**src/rtl/icache_direct.sv**
```systemverilog
// Direct-mapped, read-only instruction cache between the core ibus and the CBus arbiter.
// Hits answer combinationally; misses refill a whole line with one INCR burst; addr[31]=0 bypasses.
package icache_direct_pkg;
   localparam logic [2:0] MSIZE4     = 3'd2;
   localparam logic [2:0] MSIZE8     = 3'd3;
   localparam logic [1:0] BURST_INCR = 2'd1;

   typedef struct packed {
      logic        valid;
      logic [63:0] addr;
   } ibus_req_t;

   typedef struct packed {
      logic        addr_ok;
      logic        data_ok;
      logic [31:0] data;
   } ibus_resp_t;

   typedef struct packed {
      logic        valid;
      logic        is_write;
      logic [2:0]  size;
      logic [63:0] addr;
      logic [7:0]  strobe;
      logic [63:0] data;
      logic [7:0]  len;
      logic [1:0]  burst;
   } cbus_req_t;

   typedef struct packed {
      logic        ready;
      logic        last;
      logic [63:0] data;
   } cbus_resp_t;
endpackage

module icache_direct
   import icache_direct_pkg::*;
#(
   parameter int unsigned LINES      = 16,
   parameter int unsigned LINE_BEATS = 4
) (
   input  logic       clk,
   input  logic       reset,
   input  ibus_req_t  ireq,
   output ibus_resp_t iresp,
   input  logic       flush,
   output cbus_req_t  creq,
   input  cbus_resp_t cresp
);
   localparam int unsigned IDX_W = $clog2(LINES);
   localparam int unsigned OFF_W = $clog2(LINE_BEATS);
   localparam int unsigned LO_W  = 3 + OFF_W;
   localparam int unsigned TAG_W = 64 - LO_W - IDX_W;

   typedef enum logic [1:0] {IDLE, REFILL, BYPASS, RESP} state_t;

   state_t            state_q, state_d;
   logic [LINES-1:0]  valid_q;
   logic [TAG_W-1:0]  tag_q  [LINES];
   logic [63:0]       data_q [LINES][LINE_BEATS];
   logic [63:0]       addr_q;
   logic [OFF_W-1:0]  k_q;
   logic              killed_q;
   logic [31:0]       rdata_q;

   logic [IDX_W-1:0]  req_idx, fill_idx;
   logic [TAG_W-1:0]  req_tag, fill_tag;
   logic [OFF_W-1:0]  req_beat, fill_beat;
   logic [63:0]       hit_beat;
   logic [31:0]       beat_half;
   logic              hit;
   logic              unused_addr;

   // Lookup on the live request; refill bookkeeping on the latched address
   assign req_idx     = ireq.addr[LO_W +: IDX_W];
   assign req_tag     = ireq.addr[63 -: TAG_W];
   assign req_beat    = ireq.addr[3 +: OFF_W];
   assign hit_beat    = data_q[req_idx][req_beat];
   assign hit         = ireq.valid && ireq.addr[31] && valid_q[req_idx]
                        && (tag_q[req_idx] == req_tag);
   assign fill_idx    = addr_q[LO_W +: IDX_W];
   assign fill_tag    = addr_q[63 -: TAG_W];
   assign fill_beat   = addr_q[3 +: OFF_W];
   assign beat_half   = addr_q[2] ? cresp.data[63:32] : cresp.data[31:0];
   assign unused_addr = ^ireq.addr[1:0];

   always_ff @(posedge clk or negedge reset) begin
      if (!reset) state_q <= IDLE;
      else        state_q <= state_d;
   end

   always_comb begin
      state_d = state_q;
      iresp   = '0;
      creq    = '0;
      unique case (state_q)
         IDLE: begin
            if (hit) begin
               iresp.addr_ok = 1'b1;
               iresp.data_ok = 1'b1;
               iresp.data    = ireq.addr[2] ? hit_beat[63:32] : hit_beat[31:0];
            end else if (ireq.valid) begin
               state_d = ireq.addr[31] ? REFILL : BYPASS;
            end
         end
         REFILL: begin
            creq.valid = 1'b1;
            creq.size  = MSIZE8;
            creq.addr  = {addr_q[63:LO_W], LO_W'(0)};
            creq.len   = 8'(LINE_BEATS - 1);
            creq.burst = BURST_INCR;
            if (cresp.ready && cresp.last) state_d = RESP;
         end
         BYPASS: begin
            creq.valid = 1'b1;
            creq.size  = MSIZE4;
            creq.addr  = addr_q;
            creq.burst = BURST_INCR;
            if (cresp.ready) state_d = RESP;
         end
         RESP: begin
            iresp.addr_ok = 1'b1;
            iresp.data_ok = 1'b1;
            iresp.data    = rdata_q;
            state_d       = IDLE;
         end
         default: state_d = IDLE;
      endcase
   end

   // Control state: latched address, beat counter, kill flag, captured word, valid bits
   always_ff @(posedge clk or negedge reset) begin
      if (!reset) begin
         valid_q  <= '0;
         addr_q   <= '0;
         k_q      <= '0;
         killed_q <= 1'b0;
         rdata_q  <= '0;
      end else begin
         case (state_q)
            IDLE: begin
               if (ireq.valid && !hit) begin
                  addr_q   <= ireq.addr;
                  k_q      <= '0;
                  killed_q <= 1'b0;
               end
            end
            REFILL: begin
               if (flush) killed_q <= 1'b1;
               if (cresp.ready) begin
                  k_q <= k_q + OFF_W'(1);
                  if (k_q == fill_beat) rdata_q <= beat_half;
               end
            end
            BYPASS: begin
               if (cresp.ready) rdata_q <= beat_half;
            end
            default: ;
         endcase
         // A flush sampled on the final beat must also keep the line invalid
         if (flush)
            valid_q <= '0;
         else if (state_q == REFILL && cresp.ready && cresp.last && !killed_q)
            valid_q[fill_idx] <= 1'b1;
      end
   end

   // Line storage has no reset; valid_q guards it
   always_ff @(posedge clk) begin
      if (state_q == REFILL && cresp.ready) begin
         data_q[fill_idx][k_q] <= cresp.data;
         if (cresp.last) tag_q[fill_idx] <= fill_tag;
      end
   end
endmodule

```
**config.mk**
```make
export PLATFORM = sky130hd
export DESIGN_NAME = icache_direct
export DESIGN_NICKNAME = d
export VERILOG_FILES = /design/src/rtl/icache_direct.sv
export SDC_FILE = /design/constraint.sdc
export NUM_CORES = 2
export LEC_CHECK = 0
export CAP_MARGIN = 20
export CORE_MARGIN = 2
export CORE_UTILIZATION = 36
export DETAILED_ROUTE_END_ITERATION = 8
export PLACE_DENSITY = 0.52
export REMOVE_ABC_BUFFERS = 1
export SYNTH_ARGS = -nofsm -noshare
export SYNTH_HDL_FRONTEND = slang
export SYNTH_MEMORY_MAX_BITS = 65536
export SYNTH_SLANG_ARGS = --single-unit
```
**constraint.sdc**
```tcl
create_clock -name clk -period 4.8 [get_ports clk]
set_input_delay 0.96 -clock clk [delete_from_list [all_inputs] [get_ports clk]]
set_output_delay 0.96 -clock clk [all_outputs]
set_load 0.01 [all_outputs]
```
Word-level counts from Yosys, hierarchy flattened --
Memories as Yosys holds them, arrays and structs flattened. Index checks and enable logic that the tools add are counted.
Cells by class: add/subtract/negate cells 1, $lt $le $gt $ge 6, equal/unequal tests 13, multiplexer cells 40, bitwise gates (word level) 3, reductions and logical operators 22
Operator list (count):
- $mux W256 | 1
- $mux W64 | 3
- $mux W32 | 5
- $pmux W66 S2 | 1
- $bmux W64 S2 | 1
- $demux W64 S2 | 1
- $pmux W34 S2 | 1
- $pmux W32 S2 | 1
- $eq A55 B55 Y1 | 1
- $mux W34 | 1
- $mux W16 | 2
- $mux W2 | 8
- $ne A2 B2 Y1 const B | 8
- $or A16 B16 Y16 | 1
- $logic_and A1 B1 Y1 | 10
- $lt A4 B5 Y1 const B | 2
- $mux W1 | 10
- $pmux W2 S4 | 1
- $reduce_and A4 Y1 | 2
- $ge A3 B3 Y1 const B | 2
- $not A2 Y3 | 2
- $reduce_and A3 Y1 | 2
- $reduce_bool A2 Y1 | 3
- $bmux W1 S4 | 1
- 13 further kinds | 15
Storage, ports and cells: register bits after elaboration 117, RAM bits 4976, output and inout bits 185, logic and storage cells 93, memories 2
Memories:
- data_q | words 16, width 256, read ports 1, clocked after Yosys merged registers in 0, wr ports 1, line 61 | logic [63:0] data_q [LINES][LINE_BEATS];
- tag_q | words 16, width 55, read ports 1, clocked after Yosys merged registers in 0, wr ports 1, line 60 | logic [TAG_W-1:0] tag_q [LINES];

Depth between registers and ports, before layout --
depth after elaboration 8, depth in mapped cells 17

Worst setup path before layout --
No wires, ideal clock.
path type in2out, from in ireq[6] (netlist bit), to out iresp[4] (netlist bit), data arrival time 4.135 ns, required time 3.840 ns, slack -0.295 ns, cell stages on the path 13, cells stage by stage buf_4 > buf_2 > buf_4 > buf_4 > buf_6 > clkbuf_1 > clkbuf_1 > mux4_2 > mux4_2 > mux4_2 > mux2_2 > nand3_1 > a21oi_1
RTL lines:
- from (decl) | line 45 | input ibus_req_t ireq,
- to (decl) | line 46 | output ibus_resp_t iresp,

==> results.json <==
{
  "design_area_sq_um": 234000,
  "synthArstFlopShare_pct": 2.30,
  "synthTopCellsByArea": "edfxtp_1, mux4_2, dfrtp_1",
  "io_buffers": 237,
  "dp_hpwl_mm": 323,
  "cts_made_buffers": 539,
  "place_ws_ns": -2.05,
  "hold_depth": 1,
  "clk_pin_slew_ns": 0.06,
  "ctsRootBufferMaster": "clkbuf_16",
  "overflow": 0,
  "grt_max_degree": 113,
  "clock_latency_ns": 1.09,
  "period_needed_ns": 5.79,
  "rsz0062_at_grt": "true",
  "skew_ns": 0.0590,
  "antenna_found_initial": 44,
  "hold_violations": 0,
  "yosys.area.top_type": "edfxtp_1",
  "die_h_microns": 744,
  "worstPathArrival_ns": 4.83,
  "slew_headroom_pct": 25.7,
  "htree_levels": 6,
  "areaGrowthSynthToFinish_pct": 18.5,
  "die_width_microns": 744,
  "violations": "setup timing",
  "grt_pass1_vias": 96900,
  "drc": 0,
  "syn_inst": 8194,
  "synth_ff_type": "edfxtp_1",
  "placed_cell_area_sq_um": 214000,
  "syn_area_sq_um": 197000,
  "p_per_area_nw_per_um2": 440,
  "max_freq_mhz": 173,
  "critPathLaunchType": "input pin",
  "clockBufferDepth": 4,
  "rows": 271,
  "start_util_pct": 36.2,
  "drt_iter0_drc": 11800,
  "drt_wl_total_mm": 589,
  "ant_nets": 0,
  "worstPathMaxFanout": 15,
  "core_area_sq_um": 545000,
  "cts_tree": "done",
  "ys_warn_count": 0,
  "setup_viol": 34,
  "wl_per_cell_microns": 34.8,
  "worst_slew_pin_slew_ns": 1.11,
  "dieArea_sq_um": 554000,
  "fin_crit_sh_pct": 121,
  "hold_class": "in2reg",
  "viasPerCell": 5.65,
  "synthDistinctLibCells": 71,
  "drv_slew": 0,
  "synth_top_area_share_pct": 75.8,
  "end_kind": "output pin",
  "power_leakage_nw": 73.5,
  "cts_sinks": 5093,
  "fin_setup_tns_ns": -30.96,
  "ioPinCount": 319,
  "ys_ff_latch": 5093,
  "crit_type": "in2out",
  "first_pass_iters": 6,
  "status": "finished, violations left",
  "reg2reg_depth": 16,
  "ir_worst_vdd_uv": 465,
  "nets": 9412,
  "cap_violations": 0,
  "setup_slack_ns": -0.992,
  "vias": 95600,
  "grt_pass1_wl_mm": 802,
  "cp.required_ns": 3.84,
  "grt.total_usage_pct": 20.8,
  "ys_seq_area_share_pct": 77.3,
  "final_common_cell": "edfxtp_1",
  "most-common-layout-cells": "edfxtp_1, mux4_2, clkbuf_16",
  "gp_congestion": 0.796,
  "synth_edf_count": 4976,
  "syn_area_per_cell_sq_um": 24.1,
  "drive_above_1_share_pct": 35.1
}
==> synth_stat cells (all sizes together), types with 3 or more instances <==
| library cell | number |
|---|---|
| o211ai | 3 |
| dfrtp | 117 |
| o32ai | 5 |
| edfxtp | 4976 |
| or2 | 4 |
| mux4 | 1524 |
| nand2b | 6 |
| a2111oi | 5 |
| buf | 392 |
| a2bb2oi | 3 |
| a22oi | 21 |
| ha | 8 |
| nor2 | 163 |
| a31oi | 14 |
| mux2 | 119 |
| nand3 | 52 |
| inv | 15 |
| o2111ai | 5 |
| a221oi | 11 |
| nor2b | 13 |
| nor3 | 13 |
| and2 | 66 |
| a21oi | 85 |
| o22ai | 17 |
| clkbuf | 136 |
| nand2 | 84 |
| nand4 | 13 |
| o21ai | 20 |
| a21o | 5 |
| a211oi | 7 |
| nor4 | 6 |
| o221ai | 4 |
| xor2 | 23 |
| a22o | 7 |
| and3 | 10 |
| mux2i | 181 |
| xnor2 | 32 |
==> layer usage <==
layer	vias to the layer above	wire [microns]	global-route usage, %
met5	-	71	0
met4	12	13400	4.59
met3	772	43500	3.57
met2	4025	285000	33.9
met1	53400	247000	29.4
li1	37300	-	-
==> cells by family after synthesis <==
family	Yosys count	share of synthesized area (%)
XOR/XNOR	55	0.244
flip-flops	5093	77.3
buffers and inverters	543	1.47
other	1	0.00190
AO/OA/AOI/OAI	230	0.768
multiplexers	1824	19.1
adder cells (fa/ha/maj)	8	0.0508
AND/OR/NAND/NOR	440	1.06
==> area by class of cell <==
cell class	instances	area, sq um
multi-input cells	2638	43400
clock buffers	691	14500
clock inverters	266	2350
inverters	15	56.3
well taps	7234	9050
fillers	46300	312000
flip-flops and latches	5093	152000
repair buffers	983	11900
diodes	7	17.5
==> power breakdown <==
group	internal, mW	switching [mW]	total, mW
logic	4.15	5.84	9.99
clock network	22.8	17.4	40.2
registers	51.1	1.56	52.7
total	78.1	24.8	103
==> state kept, by name, indices dropped and copies added, names as in the netlist <==
register and cells:
k_q 2, addr_q 64, data_q 4096, tag_q 880
rdata_q 32, state_q 2, killed_q 1, valid_q 16
==> what timing repair did <==
action / CTS / global route
endpoints found under the setup margin: 94 / 34
cloned: 5 / 11
hold buffers: 1 / 0
resized for setup: 256 / 83
buffers inserted: 18 / 35
endpoints found under the hold margin: 53 / 0
pin swaps: 41 / 28
==> final timing paths <==
check	slack, ns	startpoint	end
setup / recovery	-0.99	ireq[6]	iresp[8]
hold / removal	0.20	cresp[59]	data_q[10][187]
min in group asynchronous	0.48	reset	addr_q[50]
max in group asynchronous	3.42	reset	rdata_q[0]
setup reg to reg	0.82	tag_q[4][22]	addr_q[17]
hold reg to reg	0.51	valid_q[8]	valid_q[8]
==> metrics by stage <==
step                      power, mW  hold WS, ns  utilization, %  std cells
after floorplan                57.0        0.457               -       7746
after global placement         63.1        0.476            39.3      15900
after detailed placement       63.4        0.495            39.3      15900
after CTS                       104        0.323            42.5      16800
after global routing            106        0.142            42.8      16900
final                           103        0.196            42.8      16900
==> worst max-delay path: stages <==
cell and delay [ns]:
buf_16 0.11, buf_4 0.21, buf_6 0.23, buf_4 0.22, mux4_2 0.52, a22oi_1 0.28
nand2_1 0.18, xnor2_1 0.21, buf_4 0.14, nand4_1 0.14, nor4_4 0.34, buf_12 0.16
buf_16 0.14, buf_12 0.14, buf_16 0.15, buf_12 0.18, nand3_4 0.08, a21oi_2 0.15
buf_2 0.16
No activity file was read; power rests on OpenSTA's default activity.
